## src/rtl/keypad_scanner_pkg.sv

```systemverilog
// Shared keypad definitions: matrix geometry, frame classification and debounce states.
package keypad_scanner_pkg;

    localparam int KEY_ROWS = 4;
    localparam int KEY_COLS = 4;

    typedef enum logic [1:0] {
        FR_NONE,
        FR_KEY,
        FR_MULTI
    } frame_res_t;

    typedef enum logic [1:0] {
        ST_IDLE,
        ST_CAND,
        ST_PRESSED,
        ST_RELEASE
    } scan_state_t;

    function automatic logic [2:0] bit_count(input logic [KEY_COLS-1:0] bits);
        logic [2:0] n;
        n = '0;
        for (int i = 0; i < KEY_COLS; i++) begin
            n = n + {2'b00, bits[i]};
        end
        return n;
    endfunction

    // Lowest asserted column wins when reporting the first hit of a frame.
    function automatic logic [1:0] first_col(input logic [KEY_COLS-1:0] bits);
        logic [1:0] col;
        col = '0;
        for (int i = KEY_COLS - 1; i >= 0; i--) begin
            if (bits[i]) col = 2'(i);
        end
        return col;
    endfunction

endpackage

```

## src/rtl/keypad_row_driver.sv

```systemverilog
// Drives one keypad row at a time, synchronizes the bit lines and classifies each full scan.
// Latency: frame result registered one clock after the row-3 sample.
// Backpressure: none; free-running scan, result is a single-cycle strobe.
module keypad_row_driver
    import keypad_scanner_pkg::*;
#(
    parameter int SETTLE_CYCLES = 4
) (
    input  logic                clk,
    input  logic                rst_n,
    output logic [KEY_ROWS-1:0] word_lines,
    input  logic [KEY_COLS-1:0] bit_lines,
    output logic                frame_done,
    output frame_res_t          frame_result,
    output logic [3:0]          frame_code
);

    localparam int DW = (SETTLE_CYCLES > 1) ? $clog2(SETTLE_CYCLES) : 1;
    localparam logic [DW-1:0] DWELL_LAST = DW'(SETTLE_CYCLES - 1);
    localparam int RW = $clog2(KEY_ROWS);
    localparam logic [RW-1:0] ROW_LAST = RW'(KEY_ROWS - 1);

    logic [KEY_COLS-1:0] sync1;
    logic [KEY_COLS-1:0] sync2;
    logic [DW-1:0]       dwell;
    logic [RW-1:0]       row;
    logic [1:0]          hits;
    logic [3:0]          first_code;

    logic                sample;
    logic [2:0]          sum;
    logic [1:0]          hits_nxt;
    logic [3:0]          code_nxt;

    assign word_lines = KEY_ROWS'(1) << row;
    assign sample     = (dwell == DWELL_LAST);

    // Hit count saturates at 2: beyond that every frame is simply MULTI.
    always_comb begin
        sum      = {1'b0, hits} + bit_count(sync2);
        hits_nxt = (sum >= 3'd2) ? 2'd2 : sum[1:0];
        code_nxt = first_code;
        if (hits == 2'd0 && sync2 != '0) begin
            code_nxt = {row, first_col(sync2)};
        end
    end

    always_ff @(posedge clk or negedge rst_n) begin
        if (!rst_n) begin
            sync1        <= '0;
            sync2        <= '0;
            dwell        <= '0;
            row          <= '0;
            hits         <= '0;
            first_code   <= '0;
            frame_done   <= 1'b0;
            frame_result <= FR_NONE;
            frame_code   <= '0;
        end else begin
            sync1      <= bit_lines;
            sync2      <= sync1;
            frame_done <= 1'b0;
            if (sample) begin
                dwell <= '0;
                row   <= row + RW'(1);
                if (row == ROW_LAST) begin
                    frame_done   <= 1'b1;
                    frame_result <= (hits_nxt == 2'd0) ? FR_NONE :
                                    (hits_nxt == 2'd1) ? FR_KEY : FR_MULTI;
                    frame_code   <= code_nxt;
                    hits         <= '0;
                    first_code   <= '0;
                end else begin
                    hits       <= hits_nxt;
                    first_code <= code_nxt;
                end
            end else begin
                dwell <= dwell + DW'(1);
            end
        end
    end

endmodule

```

## src/rtl/keypad_scanner.sv

```systemverilog
// 4x4 keypad scanner: debounces scan frames and emits one key code per physical press.
// Latency: code valid one clock after the last debounce frame ends.
// Backpressure: valid/ready; a confirm while a code is still pending is dropped and flagged on o_overrun.
module keypad_scanner
    import keypad_scanner_pkg::*;
#(
    parameter int SETTLE_CYCLES   = 4,
    parameter int DEBOUNCE_FRAMES = 3
) (
    input  logic       clk,
    input  logic       rst_n,
    output logic [3:0] o_word_lines,
    input  logic [3:0] i_bit_lines,
    output logic       o_key_valid,
    output logic [3:0] o_key_code,
    input  logic       i_key_ready,
    output logic       o_key_held,
    output logic       o_overrun
);

    localparam int CW = $clog2(DEBOUNCE_FRAMES + 1);
    localparam logic [CW-1:0] CNT_LAST = CW'(DEBOUNCE_FRAMES - 1);

    logic        frame_done;
    frame_res_t  frame_result;
    logic [3:0]  frame_code;

    scan_state_t state;
    logic [CW-1:0] cnt;
    logic [3:0]  cand;
    logic        confirm;
    logic        frame_key;
    logic        frame_none;

    keypad_row_driver #(
        .SETTLE_CYCLES (SETTLE_CYCLES)
    ) u_row_driver (
        .clk          (clk),
        .rst_n        (rst_n),
        .word_lines   (o_word_lines),
        .bit_lines    (i_bit_lines),
        .frame_done   (frame_done),
        .frame_result (frame_result),
        .frame_code   (frame_code)
    );

    assign frame_key  = frame_done && (frame_result == FR_KEY);
    assign frame_none = frame_done && (frame_result == FR_NONE);

    // A press is confirmed on the frame that completes the run of matching KEY frames.
    always_comb begin
        confirm = 1'b0;
        if (frame_key) begin
            if (state == ST_IDLE && DEBOUNCE_FRAMES == 1) confirm = 1'b1;
            if (state == ST_CAND && frame_code == cand && cnt == CNT_LAST) confirm = 1'b1;
        end
    end

    always_ff @(posedge clk or negedge rst_n) begin
        if (!rst_n) begin
            state       <= ST_IDLE;
            cnt         <= '0;
            cand        <= '0;
            o_key_held  <= 1'b0;
            o_key_valid <= 1'b0;
            o_key_code  <= '0;
            o_overrun   <= 1'b0;
        end else begin
            o_overrun <= 1'b0;
            if (frame_done) begin
                case (state)
                    ST_IDLE: begin
                        if (frame_key) begin
                            cand <= frame_code;
                            cnt  <= CW'(1);
                            if (confirm) begin
                                state      <= ST_PRESSED;
                                o_key_held <= 1'b1;
                            end else begin
                                state <= ST_CAND;
                            end
                        end
                    end
                    ST_CAND: begin
                        if (!frame_key) begin
                            state <= ST_IDLE;
                        end else if (frame_code != cand) begin
                            cand <= frame_code;
                            cnt  <= CW'(1);
                        end else if (confirm) begin
                            state      <= ST_PRESSED;
                            o_key_held <= 1'b1;
                        end else begin
                            cnt <= cnt + CW'(1);
                        end
                    end
                    ST_PRESSED: begin
                        if (frame_none) begin
                            cnt <= CW'(1);
                            if (DEBOUNCE_FRAMES == 1) begin
                                state      <= ST_IDLE;
                                o_key_held <= 1'b0;
                            end else begin
                                state <= ST_RELEASE;
                            end
                        end
                    end
                    ST_RELEASE: begin
                        if (!frame_none) begin
                            state <= ST_PRESSED;
                        end else if (cnt == CNT_LAST) begin
                            state      <= ST_IDLE;
                            o_key_held <= 1'b0;
                        end else begin
                            cnt <= cnt + CW'(1);
                        end
                    end
                    default: state <= ST_IDLE;
                endcase
            end

            // A transfer in the same cycle frees the slot, so the new code loads without overrun.
            if (confirm) begin
                if (o_key_valid && !i_key_ready) begin
                    o_overrun <= 1'b1;
                end else begin
                    o_key_valid <= 1'b1;
                    o_key_code  <= frame_code;
                end
            end else if (o_key_valid && i_key_ready) begin
                o_key_valid <= 1'b0;
            end
        end
    end

endmodule

```

## config.mk

```make
export PLATFORM = sky130hd
export DESIGN_NAME = keypad_scanner
export DESIGN_NICKNAME = d
export VERILOG_FILES = /design/src/rtl/keypad_scanner_pkg.sv /design/src/rtl/keypad_row_driver.sv /design/src/rtl/keypad_scanner.sv
export SDC_FILE = /design/constraint.sdc
export NUM_CORES = 1
export LEC_CHECK = 0
export ABC_AREA = 1
export BUFFER_PORTS_ARGS = -buffer_cell sky130_fd_sc_hd__buf_2
export CAP_MARGIN = 20
export CORE_MARGIN = 5
export CORE_UTILIZATION = 45
export CTS_BUF_LIST = sky130_fd_sc_hd__clkbuf_8
export DETAILED_ROUTE_END_ITERATION = 7
export HOLD_SLACK_MARGIN = 0.1
export PLACE_DENSITY = 0.67
export SLEW_MARGIN = 20
export SYNTH_ARGS = -nofsm -noshare
export SYNTH_HDL_FRONTEND = slang
export SYNTH_SLANG_ARGS = --single-unit
export TNS_END_PERCENT = 1
```

## constraint.sdc

```tcl
create_clock -name clk -period 4.9 [get_ports clk]
set_input_delay 0.49 -clock clk [delete_from_list [all_inputs] [get_ports clk]]
set_output_delay 0.49 -clock clk [all_outputs]
set_load 0.01 [all_outputs]
```

==> results of run 1 <==
-- power groups by stage --
stage / sequential [mW] / clock [mW] / combinational [mW]
after CTS: 0.414 / 0.244 / 0.161
after global placement: 0.419 / 0 / 0.156
after floorplan: 0.408 / 0 / 0.130
after detailed placement: 0.420 / 0 / 0.159
after global routing: 0.421 / 0.257 / 0.183
final: 0.414 / 0.236 / 0.157
-- area by class of cell --
| type | instances | share of cell area (%) |
|---|---|---|
| clock buffers | 7 | 4.353 |
| flip-flops and latches | 40 | 45.22 |
| multi-input cells | 139 | 36.86 |
| well taps | 52 | 2.940 |
| repair buffers | 17 | 3.844 |
| inverters | 40 | 6.784 |
-- registers in the layout, indices dropped and copies added (netlist names) --
register and cells:
o_key_held 1, state 2, u_row_driver.first_code 4, cnt 2, u_row_driver.dwell 2, u_row_driver.sync1 4
cand 4, o_key_valid 1, u_row_driver.sync2 4, o_key_code 4, o_overrun 1, u_row_driver.frame_result 2
u_row_driver.hits 2, u_row_driver.row 2, u_row_driver.frame_done 1, u_row_driver.frame_code 4
-- kinds of logic after synthesis --
| family | count (synthesis) | share of synthesized area, % |
|---|---|---|
| fa+ha+maj | 12 | 8.360 |
| simple gates | 90 | 21.72 |
| compound gates | 36 | 10.77 |
| xor+xnor | 1 | 0.4434 |
| flops | 40 | 50.66 |
| buf+inv | 42 | 8.043 |
-- metrics by stage --
| step | setup WS (ns) | util (%) | area (µm²) | std cells | power, mW |
|---|---|---|---|---|---|
| 6_report | 2.417 | 51.54 | 2213 | 295 | 0.8068 |
| 5_1_grt | 2.166 | 51.54 | 2213 | 295 | 0.8615 |
| 4_1_cts | 2.388 | 51.54 | 2213 | 295 | 0.8183 |
| 3_5_place_dp | 2.407 | 49.30 | 2117 | 288 | 0.5792 |
| 3_3_place_gp | 2.505 | 49.30 | 2117 | 288 | 0.5740 |
| 2_1_floorplan | 2.606 | - | 1976 | 221 | 0.5378 |
-- cell usage after synthesis (all sizes together) --
| library cell | count |
|---|---|
| nand2 | 58 |
| dfrtp | 40 |
| inv | 40 |
| o21ai | 24 |
| nor2 | 16 |
| nand3 | 11 |
| ha | 10 |
| o22ai | 4 |
| o2111ai | 3 |
| a21oi | 2 |
| fa | 2 |
| nor3 | 2 |
| a21boi | 1 |
| a22oi | 1 |
| buf | 1 |
| clkbuf | 1 |
| nand3b | 1 |
| nand4 | 1 |
| o211ai | 1 |
| or2 | 1 |
| xor2 | 1 |
-- critical path, cell delays in order, from the launching register on --
cell,delay [ns]
dfrtp_1,0.36
inv_1,0.07
ha_1,0.28
inv_1,0.05
fa_1,0.46
inv_1,0.06
ha_1,0.13
inv_1,0.05
fa_1,0.48
nand2_1,0.06
nor2_1,0.15
nand2_1,0.10
o21ai_0,0.16
-- layer usage --
layer	vias to the layer above	track usage (%)	part of all wire, %
met5	-	0	0
li1	742	-	-
met3	10	4.137	5.6
met1	635	13.79	47
met4	0	6.818	2.7
met2	32	19.86	45
-- path summary, 6_finish.rpt --
check / endpoint / depth (start not counted)
setup / recovery: u_row_driver.frame_result[0] / 12
hold reg to reg: u_row_driver.sync2[0] / 0
setup reg to reg: u_row_driver.frame_result[0] / 12
hold / removal: o_key_code[1] / 1
max in group asynchronous: u_row_driver.dwell[1] / 1
min in group clk: u_row_driver.sync1[1] / 1
==> flow_summary.json, run 1 <==
{
  "status": "finished, final reports clean",
  "cts.path.max_buffers": 2,
  "syn_nets": 240,
  "antenna_found_initial": 0,
  "ys_seq_area_share_pct": 50.66,
  "cts.sinks": 40,
  "area_delta_synth_final_pct": 12.03,
  "multi_input_area_um2": 815.8,
  "critPathCaptureType": "flop",
  "grt_pass1_wl_um": 5754,
  "grt_pass1_vias": 1389,
  "routedWlPerCell_um": 11.11,
  "dr_total_vias": 1419,
  "diodes": 0,
  "maxCapViolations": 0,
  "nets": 262,
  "max_freq_mhz": 402.8,
  "hold_buffers": 0,
  "grtUsageTotal_pct": 12.16,
  "die_x_um": 76.26,
  "tns_ns": 0,
  "syn_inst": 221,
  "initial_utilization_pct": 46.01,
  "slew_viol_final": 0,
  "cp_max_fo": 3,
  "power_density_nw_per_um2": 364.5,
  "clkPwrFrac_pct": 29.2,
  "netlist.area_leader.share_pct": 50.66,
  "htreeDepth": 2,
  "setup_viol": 0,
  "hold_violations": 0,
  "cts_tree": "built",
  "ios": 18,
  "skew_ns": 0.008683,
  "critical_path_class": "reg2reg",
  "cp-start-kind": "flop",
  "register_area_um2": 1001,
  "ys_types": 30,
  "postSynthAreaPerCell_um2": 8.940,
  "whs_ns": 0.2960,
  "post-route-period-util_pct": 50.67,
  "final_cell_mix": "56 x nand2_1, 40 x dfrtp_1, 35 x inv_1, 18 x o21ai_0, 17 x buf_2",
  "synth_area_leaders": "dfrtp_1 51%, nand2_1 11%, inv_1 6.6%",
  "hpwl_um": 2391,
  "rsz0062_at_grt": "false",
  "yosys_warnings": 0,
  "synth-seq-cells": 40,
  "die-area_um2": 5816,
  "cts_resized": 0,
  "overflow": 0,
  "final_common_cell": "nand2_1",
  "die_h_um": 76.26,
  "vdd_drop_max_mv": 0.2394,
  "switchingPower_mw": 0.2524,
  "period_needed_ns": 2.483,
  "tightest_slew_ns": 0.8467,
  "critPathArrivalTime_ns": 2.69,
  "dr.pass1.iters": 4,
  "initialDrtViolationCount": 80,
  "p_int_mw": 0.5544,
  "power_leakage_nw": 1.189,
  "r2r-start": "u_row_driver.sync2[0]",
  "grt_max_degree": 41,
  "drive_gt1_share_pct": 16.05,
  "fill_cells": 405,
  "startpoint": "u_row_driver.sync2[0]",
  "drtAntennaViolNets": 0,
  "synth_area_um2": 1976,
  "finalWeightedCongestion": 0.7732,
  "vias_per_cell": 4.810,
  "root_buffer": "clkbuf_8",
  "rrSetupSlack_ns": 2.42,
  "insertion_delay_ns": 0.29,
  "wirelength_um": 3276,
  "combinationalPowerShare_pct": 19.5,
  "design.core.area_um2": 4294,
  "io_buffers": 17,
  "hold_path.class": "in2async",
  "switching_share_pct": 31.28,
  "seqPwrFrac_pct": 51.3,
  "slew_headroom_pct": 43.56,
  "post_cts.repair.setup_buffers": 0,
  "drc": 0,
  "clk_pin_slew_ns": 0.08,
  "cts_buffers": 5,
  "rows": 24,
  "synth_top_cell_by_area": "dfrtp_1",
  "critPathRequiredTime_ns": 5.11
}
(Power assumes the default switching activity.)
==> inputs of run 2 (changes only) <==
Clock period 4.9 ns to 2.3 ns, I/O delays scaled along.
==> flow_summary.json, run 2 (synthesized netlist as in run 1, its figures left out) <==
{
  "design.core.area_um2": 4294,
  "insertion_delay_ns": 0.29,
  "cp_max_fo": 3,
  "violations": "negative setup slack",
  "nets": 272,
  "vias_per_cell": 4.754,
  "critical_path_class": "reg2reg",
  "grt_pass1_vias": 1402,
  "die_h_um": 76.26,
  "power_leakage_nw": 1.232,
  "rrSetupSlack_ns": -0.08,
  "status": "complete, but fails checks",
  "setup_ws_ns": -0.07732,
  "clk_pin_slew_ns": 0.07,
  "wl_met1_um": 1575,
  "io_buffers": 17,
  "drive_gt1_share_pct": 21.74,
  "tightest_slew_ns": 0.8421,
  "skew_ns": 0.004537,
  "post-route-period-util_pct": 103.4,
  "setup_viol": 3,
  "hold_violations": 0,
  "critPathCaptureType": "flop",
  "power_density_nw_per_um2": 748.3,
  "grt_max_degree": 41,
  "initialDrtViolationCount": 85,
  "diodes": 0,
  "drtAntennaViolNets": 0,
  "hold_path.class": "in2reg",
  "cts.path.max_buffers": 2,
  "cts_buffers": 5,
  "cts.sinks": 40,
  "tns_ns": -0.1561,
  "maxCapViolations": 0,
  "hpwl_um": 2419,
  "rows": 24,
  "overflow": 0,
  "die-area_um2": 5816,
  "initial_utilization_pct": 46.01,
  "dr.pass1.iters": 4,
  "design_area_um2": 2335,
  "grtUsageTotal_pct": 13.06,
  "die_x_um": 76.26,
  "cts_tree": "built",
  "max_freq_mhz": 420.6,
  "final_common_cell": "nand2_1",
  "drc": 0,
  "rsz0062_at_grt": "true",
  "met2_length_um": 1594,
  "dr_total_vias": 1450,
  "top_layer_used": "met4",
  "htreeDepth": 2,
  "slew_headroom_pct": 43.86,
  "cp-start-kind": "flop",
  "ios": 18,
  "critPathRequiredTime_ns": 2.52,
  "period_needed_ns": 2.377,
  "grt_pass1_wl_um": 6092,
  "antenna_found_initial": 0,
  "dpl_cell_area_um2": 2140,
  "vdd_drop_max_mv": 0.5289,
  "critPathArrivalTime_ns": 2.59,
  "root_buffer": "clkbuf_8",
  "wirelength_um": 3413,
  "area_delta_synth_final_pct": 18.18,
  "whs_ns": 0.2828,
  "finalWeightedCongestion": 0.7631,
  "routedWlPerCell_um": 11.19,
  "final_cell_mix": "54 x nand2_1, 40 x dfrtp_1, 31 x inv_1, 17 x buf_2, 16 x o21ai_0",
  "dr_wl_met3_um": 154,
  "slew_viol_final": 0
}
## run 2: per-stage QoR
| step | power (mW) | worst slack (ns) | instances | utilization (%) |
|---|---|---|---|---|
| 6_report | 1.747 | -0.07732 | 305 | 54.37 |
| 5_1_grt | 1.873 | -0.1706 | 305 | 54.37 |
| 4_1_cts | 1.760 | -0.08141 | 304 | 53.82 |
| 3_5_place_dp | 1.241 | -0.1674 | 291 | 49.83 |
| 3_3_place_gp | 1.225 | -0.08143 | 291 | 49.83 |
| 2_1_floorplan | 1.146 | 0.006307 | 221 | - |
## run 2: path summary, 6_finish.rpt
path	to	from	cells after the start
hold reg to reg	u_row_driver.sync2[0]	u_row_driver.sync1[0]	0
setup / recovery	u_row_driver.frame_result[0]	u_row_driver.sync2[1]	12
setup reg to reg	u_row_driver.frame_result[0]	u_row_driver.sync2[1]	12
min in group asynchronous	o_key_code[1]	rst_n	2
hold / removal	o_overrun	i_key_ready	4
max in group asynchronous	u_row_driver.dwell[1]	rst_n	2
## run 2: where the power goes
part	switching, mW	internal (mW)	total (mW)
logic	0.225	0.143	0.368
clock network	0.230	0.267	0.497
registers	0.0908	0.792	0.882
total	0.546	1.20	1.75
## run 2: repair_timing
action	4_1_cts	5_1_grt
pin swaps	6	4
hold endpoints to repair	44	0
hold buffers	5	0
setup buffers	1	1
setup endpoints to repair	4	4
resized for setup	8	6
## run 2: cell type report
| class | count | area (µm²) |
|---|---|---|
| well taps | 52 | 65.06 |
| inverters | 40 | 150.1 |
| repair buffers | 27 | 172.7 |
| flip-flops and latches | 40 | 1001 |
| clock buffers | 7 | 96.34 |
| multi-input cells | 139 | 849.6 |
| fillers | 370 | 1959 |
## run 2: critical path, stage by stage (launching register included)
cell	delay [ns]
dfrtp_1	0.37
inv_2	0.06
ha_4	0.26
inv_2	0.03
fa_1	0.42
inv_1	0.07
ha_2	0.17
inv_2	0.03
fa_2	0.52
nand2_2	0.06
nor2_4	0.12
nand2_2	0.08
o21ai_2	0.12
## run 2: per-layer routing
| layer | vias up | track usage [%] |
|---|---|---|
| met1 | 656 | 15.62 |
| met2 | 25 | 20.63 |
| met3 | 7 | 3.783 |
| met5 | - | 0 |
| met4 | 0 | 7.867 |
| li1 | 762 | - |
==> inputs of run 3 (changes only) <==
Clock period 2.3 ns to 2.5 ns, I/O delays scaled along.
==> flow_summary.json, run 3 (synthesized netlist as in run 1, its figures left out) <==
{
  "status": "finished, final reports clean",
  "cts_tree": "built",
  "initial_utilization_pct": 46.01,
  "die-area_um2": 5816,
  "reg2reg_depth": 12,
  "routedWlPerCell_um": 11.19,
  "cts.path.max_buffers": 2,
  "io_buffers": 17,
  "combinationalPowerShare_pct": 19.5,
  "rsz0062_at_grt": "true",
  "r2r-end": "u_row_driver.frame_result[0]",
  "root_buffer": "clkbuf_8",
  "startpoint": "u_row_driver.sync2[0]",
  "setup_viol": 0,
  "maxCapViolations": 0,
  "design.core.area_um2": 4294,
  "seqPwrFrac_pct": 48.8,
  "hold_violations": 0,
  "area_delta_synth_final_pct": 16.59,
  "wirelength_um": 3379,
  "hold_path_depth": 4,
  "cts.sinks": 40,
  "die_x_um": 76.26,
  "critPathCaptureType": "flop",
  "final_common_cell": "nand2_1",
  "post-route-period-util_pct": 96.21,
  "skew_ns": 0.004888,
  "max_freq_mhz": 415.7,
  "rows": 24,
  "finalWeightedCongestion": 0.7733,
  "r2r-start": "u_row_driver.sync2[0]",
  "drive_gt1_share_pct": 19.20,
  "dpl_cell_area_um2": 2117,
  "power_density_nw_per_um2": 723.2,
  "grt_pass1_wl_um": 5927,
  "design_area_um2": 2303,
  "tightest_slew_ns": 0.8526,
  "place_ws_ns": 0.02192,
  "cp-start-kind": "flop",
  "min_to": "o_overrun",
  "dr_total_vias": 1445,
  "cts_buffers": 5,
  "slew_viol_final": 0,
  "vias_per_cell": 4.785,
  "clkPwrFrac_pct": 31.8,
  "cp_max_fo": 3,
  "overflow": 0,
  "insertion_delay_ns": 0.29,
  "clk_pin_slew_ns": 0.08,
  "hpwl_um": 2398,
  "initialDrtViolationCount": 77,
  "switching_share_pct": 31.23,
  "power_mw": 1.666,
  "nets": 268,
  "drtAntennaViolNets": 0,
  "grt_max_degree": 41,
  "fin_util_pct": 53.64,
  "final_cell_mix": "56 x nand2_1, 40 x dfrtp_1, 31 x inv_1, 17 x buf_2, 16 x o21ai_0",
  "critPathRequiredTime_ns": 2.71,
  "switchingPower_mw": 0.5203,
  "critical_path_class": "reg2reg",
  "power_leakage_nw": 1.212,
  "htreeDepth": 2,
  "drc": 0,
  "ios": 18,
  "slew_headroom_pct": 43.16,
  "dr.pass1.iters": 4,
  "diodes": 0,
  "hold_path.class": "in2reg",
  "grt_pass1_vias": 1432,
  "grtUsageTotal_pct": 12.30,
  "rrSetupSlack_ns": 0.09,
  "die_h_um": 76.26,
  "hp-start": "i_key_ready",
  "vdd_drop_max_mv": 0.4604,
  "critPathArrivalTime_ns": 2.62,
  "p_int_mw": 1.146,
  "setup_ws_ns": 0.09466,
  "antenna_found_initial": 0,
  "period_needed_ns": 2.405,
  "tns_ns": 0
}
## run 3: changes by cell type in the layout (fill, tap and decap cells not counted), moves of 2 or more
cell      change
buf_4         -4
clkbuf_8      -2
nand2_1       +2
nand2_2       -2
## run 3: routing by layer
| layer | track usage, % | vias to the layer above | share of wire, % |
|---|---|---|---|
| li1 | - | 756 | - |
| met1 | 15.07 | 659 | 50 |
| met2 | 20.21 | 25 | 45 |
| met3 | 3.783 | 5 | 4.3 |
| met4 | 4.720 | 0 | 1.3 |
| met5 | 0 | - | 0 |
## run 3: critical path: stages, from the launching register on
cell and delay [ns]:
dfrtp_1 0.37, inv_2 0.07, ha_4 0.26, inv_2 0.03, fa_1 0.42, inv_1 0.07
ha_2 0.16, inv_2 0.04, fa_1 0.47, nand2_1 0.06, nor2_2 0.15, nand2_1 0.09
o21ai_1 0.14
## run 3: worst max-delay path by stage
stage,end,slack [ns],cells past startpoint
after global routing,u_row_driver.frame_result[0],-0.09,13
final,u_row_driver.frame_result[0],0.09,12
after detailed placement,u_row_driver.frame_result[0],0.02,12
after CTS,u_row_driver.frame_result[0],0.04,12
after floorplan,u_row_driver.frame_result[0],0.21,12
after global placement,u_row_driver.frame_result[0],0.11,12
## run 3: cell type report
cell class                      count  area (µm²)
Tap cell                           52       65.06
Sequential cell                    40        1001
Clock buffer                        5       68.82
Fill cell                         388        1991
Inverter                           40       150.1
Timing Repair Buffer               23       142.6
Multi-Input combinational cell    139       833.3
Clock inverter                      3       42.54
## run 3: repair_timing
item / in CTS / in global routing
endpoints found under the setup margin: 1 / 4
pin swaps: 0 / 5
setup buffers: 0 / 1
hold endpoints to repair: 34 / 0
hold buffers: 5 / 0
gates cloned: 0 / 0
resized for setup: 1 / 8
## run 3: through the flow
stage / std cells / hold slack, ns
6_report: 302 / 0.2977
5_1_grt: 302 / 0.3060
4_1_cts: 301 / 0.2904
3_5_place_dp: 288 / 0.3365
3_3_place_gp: 288 / 0.3336
2_1_floorplan: 221 / -0.04559
## run 3: power groups by stage
stage	Clock, mW	Sequential [mW]	Combinational (mW)
finish	0.529	0.812	0.324
floorplan	0	0.799	0.255
global placement	0	0.820	0.305
global route	0.573	0.826	0.376
detailed placement	0	0.825	0.312
CTS	0.543	0.812	0.324
